===== src/rtl/proc_ctrl_pkg.sv =====
// Shared types and instruction-field constants for the processor control sequencer.
package proc_ctrl_pkg;

  typedef enum logic [2:0] {
    ST_IDLE,
    ST_FETCH,
    ST_DECODE,
    ST_EXEC,
    ST_WB,
    ST_HALT
  } state_t;

  localparam logic [1:0] OP_ADD = 2'b00;
  localparam logic [1:0] OP_SUB = 2'b01;
  localparam logic [1:0] OP_AND = 2'b10;
  localparam logic [1:0] OP_SYS = 2'b11;

  localparam logic [2:0] SYS_NOP  = 3'b000;
  localparam logic [2:0] SYS_HALT = 3'b001;
  localparam logic [2:0] SYS_BZ   = 3'b010;

  localparam int OPC_MSB = 7;
  localparam int OPC_LSB = 6;
  localparam int RD_MSB  = 5;
  localparam int RD_LSB  = 3;
  localparam int RT_MSB  = 2;
  localparam int RT_LSB  = 0;

endpackage


===== src/rtl/proc_ctrl_decode.sv =====
// Combinational instruction decode: ALU function, system sub-op flags and the
// sign-extended branch offset, all derived from the instruction register.
module proc_ctrl_decode #(
  parameter int PC_W = 8
) (
  input  logic [7:0]      ir_i,
  output logic [1:0]      alu_op_o,
  output logic            is_alu_o,
  output logic            is_halt_o,
  output logic            is_bz_o,
  output logic [PC_W-1:0] br_off_o
);
  import proc_ctrl_pkg::*;

  always_comb begin
    alu_op_o  = '0;
    is_alu_o  = 1'b0;
    is_halt_o = 1'b0;
    is_bz_o   = 1'b0;
    case (ir_i[OPC_MSB:OPC_LSB])
      OP_ADD, OP_SUB, OP_AND: begin
        is_alu_o = 1'b1;
        alu_op_o = ir_i[OPC_MSB:OPC_LSB];
      end
      OP_SYS: begin
        case (ir_i[RD_MSB:RD_LSB])
          SYS_HALT: is_halt_o = 1'b1;
          SYS_BZ:   is_bz_o   = 1'b1;
          SYS_NOP:  ;
          default:  ;
        endcase
      end
      default: ;
    endcase
  end

  assign br_off_o = {{(PC_W-3){ir_i[RT_MSB]}}, ir_i[RT_MSB:RT_LSB]};

endmodule


===== src/rtl/proc_ctrl_seq.sv =====
// Multi-cycle fetch/decode/execute/writeback sequencer with run/halt, single-step
// and fetch-timeout fault handling. Owns the PC and instruction register.
//
// state  | meaning
// IDLE   | waiting for run_en (and step_req when step_mode=1)
// FETCH  | imem_req high, waiting for imem_ack; timeout -> fault
// DECODE | register-file addresses captured from IR
// EXEC   | ALU operates; zero flag captured for ALU ops
// WB     | reg_write for ALU ops, PC advance or branch
// HALT   | stopped; resume returns to IDLE unless faulted
module proc_ctrl_seq #(
  parameter int              PC_W          = 8,
  parameter logic [PC_W-1:0] PC_RESET      = '0,
  parameter int              FETCH_TIMEOUT = 15
) (
  input  logic            clk,
  input  logic            rst,
  input  logic            run_en,
  input  logic            step_mode,
  input  logic            step_req,
  input  logic            resume,
  output logic            imem_req,
  output logic [PC_W-1:0] imem_addr,
  input  logic            imem_ack,
  input  logic [7:0]      imem_rdata,
  input  logic            alu_zero,
  output logic [2:0]      rs,
  output logic [2:0]      rt,
  output logic [2:0]      rd,
  output logic [1:0]      alu_op,
  output logic            reg_write,
  output logic [PC_W-1:0] pc,
  output logic            halted,
  output logic            fault,
  output logic            busy
);
  import proc_ctrl_pkg::*;

  localparam logic [7:0] TO_LOAD = 8'(FETCH_TIMEOUT - 1);

  state_t          state_q, state_d;
  logic [PC_W-1:0] pc_q, pc_d;
  logic [7:0]      ir_q, ir_d;
  logic [2:0]      rsd_q, rsd_d;
  logic [2:0]      rt_q, rt_d;
  logic [1:0]      alu_op_q, alu_op_d;
  logic            zero_q, zero_d;
  logic            fault_q, fault_d;
  logic [7:0]      cnt_q, cnt_d;

  logic [1:0]      dec_alu_op;
  logic            dec_is_alu;
  logic            dec_is_halt;
  logic            dec_is_bz;
  logic [PC_W-1:0] dec_off;

  proc_ctrl_decode #(.PC_W(PC_W)) u_dec (
    .ir_i      (ir_q),
    .alu_op_o  (dec_alu_op),
    .is_alu_o  (dec_is_alu),
    .is_halt_o (dec_is_halt),
    .is_bz_o   (dec_is_bz),
    .br_off_o  (dec_off)
  );

  always_ff @(posedge clk or posedge rst) begin
    if (rst) begin
      state_q  <= ST_IDLE;
      pc_q     <= PC_RESET;
      ir_q     <= '0;
      rsd_q    <= '0;
      rt_q     <= '0;
      alu_op_q <= '0;
      zero_q   <= 1'b0;
      fault_q  <= 1'b0;
      cnt_q    <= '0;
    end else begin
      state_q  <= state_d;
      pc_q     <= pc_d;
      ir_q     <= ir_d;
      rsd_q    <= rsd_d;
      rt_q     <= rt_d;
      alu_op_q <= alu_op_d;
      zero_q   <= zero_d;
      fault_q  <= fault_d;
      cnt_q    <= cnt_d;
    end
  end

  always_comb begin
    state_d  = state_q;
    pc_d     = pc_q;
    ir_d     = ir_q;
    rsd_d    = rsd_q;
    rt_d     = rt_q;
    alu_op_d = alu_op_q;
    zero_d   = zero_q;
    fault_d  = fault_q;
    cnt_d    = cnt_q;
    case (state_q)
      ST_IDLE: begin
        if (run_en && (!step_mode || step_req)) begin
          state_d = ST_FETCH;
          cnt_d   = TO_LOAD;
        end
      end
      ST_FETCH: begin
        // Down-counter reaches zero on the FETCH_TIMEOUT-th cycle without ack.
        if (imem_ack) begin
          ir_d    = imem_rdata;
          state_d = ST_DECODE;
        end else if (cnt_q == '0) begin
          fault_d = 1'b1;
          state_d = ST_HALT;
        end else begin
          cnt_d = cnt_q - 8'd1;
        end
      end
      ST_DECODE: begin
        rsd_d    = ir_q[RD_MSB:RD_LSB];
        rt_d     = ir_q[RT_MSB:RT_LSB];
        alu_op_d = dec_is_alu ? dec_alu_op : '0;
        state_d  = ST_EXEC;
      end
      ST_EXEC: begin
        if (dec_is_alu) zero_d = alu_zero;
        state_d = ST_WB;
      end
      ST_WB: begin
        if (dec_is_bz && zero_q) pc_d = pc_q + PC_W'(1) + dec_off;
        else                     pc_d = pc_q + PC_W'(1);
        if (dec_is_halt) begin
          state_d = ST_HALT;
        end else if (run_en && !step_mode) begin
          state_d = ST_FETCH;
          cnt_d   = TO_LOAD;
        end else begin
          state_d = ST_IDLE;
        end
      end
      ST_HALT: begin
        if (resume && !fault_q) state_d = ST_IDLE;
      end
      default: state_d = ST_IDLE;
    endcase
  end

  assign imem_req  = (state_q == ST_FETCH);
  assign imem_addr = pc_q;
  assign reg_write = (state_q == ST_WB) && dec_is_alu;
  assign rs        = rsd_q;
  assign rd        = rsd_q;
  assign rt        = rt_q;
  assign alu_op    = alu_op_q;
  assign pc        = pc_q;
  assign halted    = (state_q == ST_HALT);
  assign fault     = fault_q;
  assign busy      = (state_q != ST_IDLE) && (state_q != ST_HALT);

endmodule


===== config.mk =====
export PLATFORM = sky130hd
export DESIGN_NAME = proc_ctrl_seq
export DESIGN_NICKNAME = d
export VERILOG_FILES = /design/src/rtl/proc_ctrl_pkg.sv /design/src/rtl/proc_ctrl_decode.sv /design/src/rtl/proc_ctrl_seq.sv
export SDC_FILE = /design/constraint.sdc
export NUM_CORES = 1
export LEC_CHECK = 0
export ABC_AREA = 0
export CAP_MARGIN = 20
export CORE_MARGIN = 2
export CORE_UTILIZATION = 45
export DETAILED_ROUTE_END_ITERATION = 10
export PLACE_DENSITY_LB_ADDON = 0.08
export SYNTH_ARGS = -nofsm -noshare
export SYNTH_HDL_FRONTEND = slang
export SYNTH_SLANG_ARGS = --single-unit

===== constraint.sdc =====
create_clock -name clk -period 6.27 [get_ports clk]
set_input_delay 1.254 -clock clk [delete_from_list [all_inputs] [get_ports clk]]
set_output_delay 1.254 -clock clk [all_outputs]
set_load 0.02 [all_outputs]

-- Word level (Yosys, flattened, before mapping)
Index checks and enable logic that the tools add are counted.
- reductions and logical operators: 20
- shift operators: 0
- eq/ne operators: 18
- add/sub/neg operators: 3
- multipliers: 0
- magnitude comparators: 0
- bitwise gates (word level): 1
- divide/modulo/power cells: 0
- mux-type cells: 21
- operators with widths (kind ; count):
    2-to-1 mux 8 bit ; 6
    one-hot mux 8 bit (3 select lines) ; 1
    one-hot mux 3 bit (6 select lines) ; 1
    2-to-1 mux 3 bit ; 5
    != test 2 bit (second input constant) ; 5
    == test 3 x 2 -> 1 bit (second input constant) ; 3
    adder 8 x 1 -> 8 bit (second input constant) ; 1
    adder 8 bit ; 1
    zero test 8 bit ; 1
    subtractor 8 x 1 -> 8 bit (second input constant) ; 1
    == test 3 x 1 -> 1 bit (second input constant) ; 2
    == test 3 bit (second input constant) ; 2
    logical AND 1 bit ; 6
    2-to-1 mux 1 bit ; 6
    AND reduction 3 bit ; 2
    AND reduction 6 bit ; 1
    nonzero test 3 bit ; 2
    == test 2 bit (second input constant) ; 2
    2-to-1 mux 2 bit ; 2
    AND reduction 2 bit ; 2
    zero test 3 bit ; 1
    != test 3 x 1 -> 1 bit (second input constant) ; 1
    != test 3 bit (second input constant) ; 1
    OR reduction 3 bit ; 1
    other kinds (6) ; 7
- word-level logic and storage cells: 72
- memories: 0
- bits of input ports: 16
- RAM bits: 0
- register bits: 37
- bits in latches: 0
- output and inout port bits: 32
- ROM bits: 0

-- Logic depth before layout (Yosys ltp)
Gate-level depths: netlist of run 1.
- depth in word-level cells: 5
- depth in mapped cells: 11
- mapped depth without buffers: 11

-- Modules after synthesis
Synthesis of run 1 repeated with hierarchy kept, for this count alone.
- cell total of the unflattened synthesis: 256
- area total of the unflattened synthesis: 2444.8 µm²
- by module, submodules not included (module ; times used ; cells each ; area an instance (µm²)):
    proc_ctrl_seq ; 1 ; 243 ; 2343.5
    proc_ctrl_decode ; 1 ; 13 ; 101.3

-- Worst setup path after synthesis of run 1
No wires, ideal clock.
- path kind: register to register
- start point: reg pc_q[0] (netlist: imem_addr[0])
- end point: reg pc_q[7] (netlist: imem_addr[7])
- period minus slack after synthesis: 2.706 ns
- cell stages (with the launch flop): 11
- arrival: 2.626 ns
- setup slack: 3.564 ns
- cell sequence: dfrtp_1 ha_1 nand3_1 xnor2_1 ha_1 a21oi_1 o211ai_1 a221o_1 a311oi_1 mux2i_1 xnor2_1
- cells in the longest elaborated chain, start to end: 3
- ends and longest elaborated chain (what ; RTL line ; RTL):
    from (decl) ; proc_ctrl_seq.sv:42 ; logic [PC_W-1:0] pc_q, pc_d;
    from (signal assigned) ; proc_ctrl_seq.sv:79 ; pc_q <= pc_d;
    adder 8 x 1 -> 8 bit (*) ; proc_ctrl_seq.sv:130, proc_ctrl_seq.sv:131 ;
    adder 8 bit ; proc_ctrl_seq.sv:130 ; if (dec_is_bz && zero_q) pc_d = pc_q + PC_W'(1) + dec_off;
    2-to-1 mux 8 bit (*) ; proc_ctrl_seq.sv:130 ;
Every way passes the cells marked *; elsewhere a longest branch is shown, timed or not.
A chain may end at the register's enable or synchronous reset.

-- Worst setup path after layout of run 1
- start point: reg state_q[0]
- end point: out imem_req
- cells in the longest elaborated chain, start to end: 1
- ends and longest elaborated chain (what ; RTL line ; RTL):
    from (decl) ; proc_ctrl_seq.sv:41 ; state_t state_q, state_d;
    from (signal assigned) ; proc_ctrl_seq.sv:78 ; state_q <= state_d;
    == test 3 x 1 -> 1 bit ; proc_ctrl_seq.sv:148 ; assign imem_req = (state_q == ST_FETCH);
    to (decl) ; proc_ctrl_seq.sv:22 ; output logic imem_req,
Every way passes these cells.

==> qor.txt, run 1 <==
status: finished, final reports clean
met3 Resource Use GR: 0.0344
first-pass GRT wire length: 7940 um
hold crit path type: reg2reg
CTS H-Tree Depth: 2
Max Cap Viol: 0
mean area per synthesized cell: 9.54 um2
most common cell in the synthesized netlist: dfrtp_1
Post-synth EDFFs: 0
number of global-route vias before repair: 1714
syn_nets: 269
Clock Pin Slew Worst Setup and Hold Paths: 0.08 ns
Cell Rows: 26
synthesized area: 2300 um2
top cells by area, synth: dfrtp_1, mux2_2, ha_1
Setup violations, final: 0
VDD IR-drop max: 0.272 mV
met1 Track Usage GR: 0.254
top-area cell type share of the netlist area: 0.403
height of the die: 75.5 um
layout cells sized above 1: 0.104
clk sink count: 37
latest clock arrival within the worst-skew pair: 0.28 ns
post-synthesis cell count: 241
Lkg Pwr: 1.21 nW
Max Slew Vio Count: 0
initial antenna violation count: 0
RSZ-0062 raised after global routing: false
Post-CTS Hold Buffers: 0
async set or reset register ratio after synthesis: 1.00
die area: 5700 um2
Seq cells post-synth: 37
Clock Path Buffers: 2
via count: 1834
initial core utilization: 0.459
Arrival @ worst endpoint: 2.15 ns
post-detail-place hpwl: 3400 um
Via-to-Cell Ratio: 5.26
Placeable Area: 5010 um2
Seq/Total Area, Yosys: 0.403
crit-path max FO: 11
Pre-Repair DR Iteration Count: 4
# IOs: 48
Yosys Warn Count: 0
area leader, netlist: dfrtp_1
gr ovfl total: 0
Cell Pwr Density: 498 nW/um2
Startpoint Class: register
post-cts resize count: 0
# fillers: 484
Unique masters post-synth: 49
Top FF cell, synth: dfrtp_1
TritonCTS clock tree: built
GPL Wtd Cong: 0.819
Commonest cells post-synth: dfrtp_1, o21ai_0, nand2_1
Worst Tran Pin Value: 0.998 ns
Area Growth Syn to Fin: 23.2%
GR peak layer: met2
GR Util met2: 0.287
DRT iter0 DRCs: 51
CTS buffer count: 5
global-route usage over all layers: 0.179
Max Clk Rate: 0.294 GHz
detailed-route wire length per cell: 13.4 um
diodes inserted: 0
Port Buffers: 47
post-layout min period: 3.40 ns
headroom to the max-slew limit: 0.332
Final Routed Wirelength: 4680 um
drc violations: 0
setup TNS: 0 ns
Critical Path RT: 5.02 ns
largest net degree at the start of global routing: 38
Tcrit/Tclk final: 0.542
Final nets: 306
postcts setup bufs: 0
Hold Fails Final Rpt: 0
Setup CP Type: reg2out
Routed Antenna Nets: 0
Clock Skews: 0.00317 ns
die width: 75.5 um
Worst setup EP type: output port
clock root cell: clkbuf_8
Final Power: 1.41 mW
cells in the final DEF (no fill, tap or decap), types with 5 or more instances in the layout:
cell              n
xor2_1            7
nand3_1           9
nand2b_1          5
clkbuf_8          5
dfrtp_1          37
nand2_1          18
inv_1            12
clkdlybuf4s50_1  47
nor2_1           12
o21ai_0          23
a21oi_1          12
mux2_2           14
nand3b_1          7
xnor2_1           5
ha_1             11
state kept, by name, indices dropped and copies added, names as in the netlist:
register	flops
fault	1
rt	3
ir_q	8
cnt_q	8
rd	3
zero_q	1
alu_op	2
state_q	3
imem_addr	8
worst max-delay path, stage by stage (launching register included):
cell,delay (ns)
dfrtp_1,0.55
or3b_1,0.52
inv_1,0.17
clkdlybuf4s50_1,0.62
per-layer routing:
layer	wire length (um)	part of all wire	vias to the layer above
met2	2200	0.47	45
met4	35	0.0075	0
li1	-	-	924
met1	2250	0.48	861
met5	0	0	-
met3	198	0.042	4
cell type report:
| cell class | count | area [um2] | share of cell area |
|---|---|---|---|
| clock inverters | 2 | 10.0 | 0.00353 |
| well taps | 70 | 87.6 | 0.0309 |
| inverters | 12 | 45.0 | 0.0159 |
| repair buffers | 49 | 485 | 0.171 |
| clock buffers | 6 | 72.6 | 0.0256 |
| multi-input cells | 173 | 1210 | 0.426 |
| flip-flops and latches | 37 | 926 | 0.327 |
per-stage QoR:
step / util / cells / hold WS, ns / setup WS [ns] / cell area (um2)
floorplan: - / 241 / 0.473 / 3.56 / 2300
global placement: 0.549 / 341 / 0.480 / 2.97 / 2750
detailed placement: 0.549 / 341 / 0.488 / 2.96 / 2750
CTS: 0.565 / 349 / 0.502 / 2.85 / 2830
global route: 0.565 / 349 / 0.527 / 2.74 / 2830
finish: 0.565 / 349 / 0.500 / 2.87 / 2830
final timing paths:
check / startpoint / end / slack (ns) / cells after the start
max: state_q[0] / imem_req / 2.87 / 3
min: cnt_q[0] / cnt_q[0] / 0.50 / 1
max in group asynchronous: rst / ir_q[1] / 4.54 / 3
max reg2reg: imem_addr[0] / imem_addr[7] / 3.26 / 11
min reg2reg: cnt_q[0] / cnt_q[0] / 0.50 / 1
min in group asynchronous: rst / cnt_q[5] / 1.37 / 3
power by group:
group / switching, mW / internal [mW]
clock: 0.0864 / 0.0772
sequential: 0.124 / 0.335
combinational: 0.404 / 0.386
kinds of logic (layout without fill, tap and decap cells):
logic type               count (synthesis)  in the layout  synth area share
adder cells (fa/ha/maj)                 12             12            0.0686
AND/OR/NAND/NOR                         77             77             0.184
XOR/XNOR                                12             12            0.0457
buffers and inverters                   31             69            0.0729
multiplexers                            18             18            0.0860
flip-flops                              37             37             0.403
AO/OA/AOI/OAI                           54             54             0.140
No activity file was read; power rests on OpenSTA's default activity.
==> inputs of run 2 (changes only) <==
==> constraint.sdc (replaced) <==
create_clock -name clk -period 2.9 [get_ports clk]
set_input_delay 0.58 -clock clk [delete_from_list [all_inputs] [get_ports clk]]
set_output_delay 0.58 -clock clk [all_outputs]
set_load 0.02 [all_outputs]
==> run 2 against run 1 <==
Clock power rose to 2.9 times the previous value. Critical path type unchanged. Largest cell class unchanged. Total power rose by 130%. Critical endpoint unchanged. Design area rose by 5.2%.
==> qor.txt, run 2 (same netlist as run 1, synthesis figures left out) <==
commonest non-fill, non-tap cell in the layout: clkdlybuf4s50_1
WP buf/inv: 2
dpl ws: 0.152 ns
clock root cell: clkbuf_8
DRT iter0 DRCs: 116
Clock Pin Slew Worst Setup and Hold Paths: 0.08 ns
initial antenna violation count: 0
largest net degree at the start of global routing: 38
crit-path cells: or3b_1 -> inv_1 -> clkdlybuf4s50_1
Max Clk Rate: 0.365 GHz
drc violations: 0
layout cells sized above 1: 0.165
Final Power: 3.30 mW
number of global-route vias before repair: 1659
top layer in use: met4
r2r setup slk: 0.23 ns
status: finished, final reports clean
met2 WL: 2080 um
GPL Wtd Cong: 0.812
Final WS setup: 0.158 ns
Arrival @ worst endpoint: 2.16 ns
Critical Path RT: 2.32 ns
TritonCTS clock tree: built
diodes inserted: 0
crit-path max FO: 9
Max Slew Vio Count: 0
Final nets: 318
Pre-Repair DR Iteration Count: 4
commonest cells after routing, fill and taps aside: clkdlybuf4s50_1, dfrtp_1, o21ai_0, nand2_1
Max stage delay on crit path: 0.62 ns
Lkg Pwr: 1.29 nW
Area Growth Syn to Fin: 29.6%
Cell Rows: 26
via count: 1839
Clock Path Buffers: 2
post-detail-place hpwl: 3410 um
Startpoint Class: register
Worst setup EP type: output port
Setup violations, final: 0
Routed Antenna Nets: 0
# IOs: 48
Post-CTS Hold Buffers: 0
headroom to the max-slew limit: 0.635
clk sink count: 37
CTS H-Tree Depth: 2
latest clock arrival within the worst-skew pair: 0.29 ns
Worst Tran Pin Value: 0.540 ns
VDD IR-drop max: 0.512 mV
die area: 5700 um2
Finished Core Util: 0.595
Clock Skews: 0.00918 ns
Final Routed Wirelength: 4770 um
CTS buffer count: 5
final instance area: 2980 um2
die width: 75.5 um
Metal-1 WL: 2450 um
first-pass GRT wire length: 7940 um
post-layout min period: 2.74 ns
global-route usage over all layers: 0.184
detailed-route wire length per cell: 13.2 um
# fillers: 456
Port Buffers: 47
Hold Fails Final Rpt: 0
height of the die: 75.5 um
post-place instance area: 2790 um2
Tcrit/Tclk final: 0.946
gr ovfl total: 0
hold crit path type: reg2reg
Cell Pwr Density: 1110 nW/um2
Setup CP Type: reg2out
Max Cap Viol: 0
Placeable Area: 5010 um2
slowest library cell on the worst path: clkdlybuf4s50_1
met3 routed wirelength: 186 um
Crit path max-delay family: buffers and inverters
initial core utilization: 0.459
Via-to-Cell Ratio: 5.09
run 2: layout make-up:
| type | instances | area [um2] | share of cell area |
|---|---|---|---|
| Clock inverter | 2 | 37.5 | 0.0126 |
| Multi-Input combinational cell | 173 | 1220 | 0.410 |
| Timing Repair Buffer | 61 | 576 | 0.193 |
| Clock buffer | 6 | 82.6 | 0.0277 |
| Inverter | 12 | 45.0 | 0.0151 |
| Tap cell | 70 | 87.6 | 0.0294 |
| Sequential cell | 37 | 930 | 0.312 |
run 2: what timing repair did:
item,CTS,global route
setup endpoints to repair,0,1
gates resized for setup,0,6
buffers inserted,0,7
hold endpoints to repair,0,0
run 2: stage by stage:
step / cells / TNS (ns) / hold slack, ns
3_3_place_gp: 346 / 0 / 0.477
4_1_cts: 354 / 0 / 0.496
5_1_grt: 361 / -0.000482 / 0.530
3_5_place_dp: 346 / 0 / 0.478
2_1_floorplan: 241 / 0 / 0.473
6_report: 361 / 0 / 0.490
run 2: metal layers:
metal,GRT usage,vias to the layer above
li1,-,950
met3,0.0397,6
met5,0,-
met1,0.275,843
met4,0.0526,0
met2,0.268,40
run 2: path summary, 6_finish.rpt:
check	startpoint	endpoint	cells after the start
min	fault	fault	1
max in group asynchronous	rst	imem_addr[1]	3
max	state_q[2]	imem_req	3
min reg2reg	fault	fault	1
min in group asynchronous	rst	cnt_q[4]	3
max reg2reg	imem_addr[0]	imem_addr[7]	11
run 2: worst reg2reg max path, cell delays in order (launching register included):
cell and delay (ns):
dfrtp_1 0.40, ha_1 0.20, nand3_1 0.14, nor2_1 0.16
xor2_1 0.21, ha_1 0.29, o21ai_0 0.11, nor4_1 0.07
a221o_1 0.37, a311oi_2 0.26, mux2i_1 0.24, xnor2_1 0.13
run 2: power by group:
part / internal [mW] / switching (mW) / total [mW]
Clock: 0.280 / 0.197 / 0.477
Sequential: 0.727 / 0.243 / 0.970
Combinational: 0.918 / 0.930 / 1.85
Total: 1.93 / 1.37 / 3.30
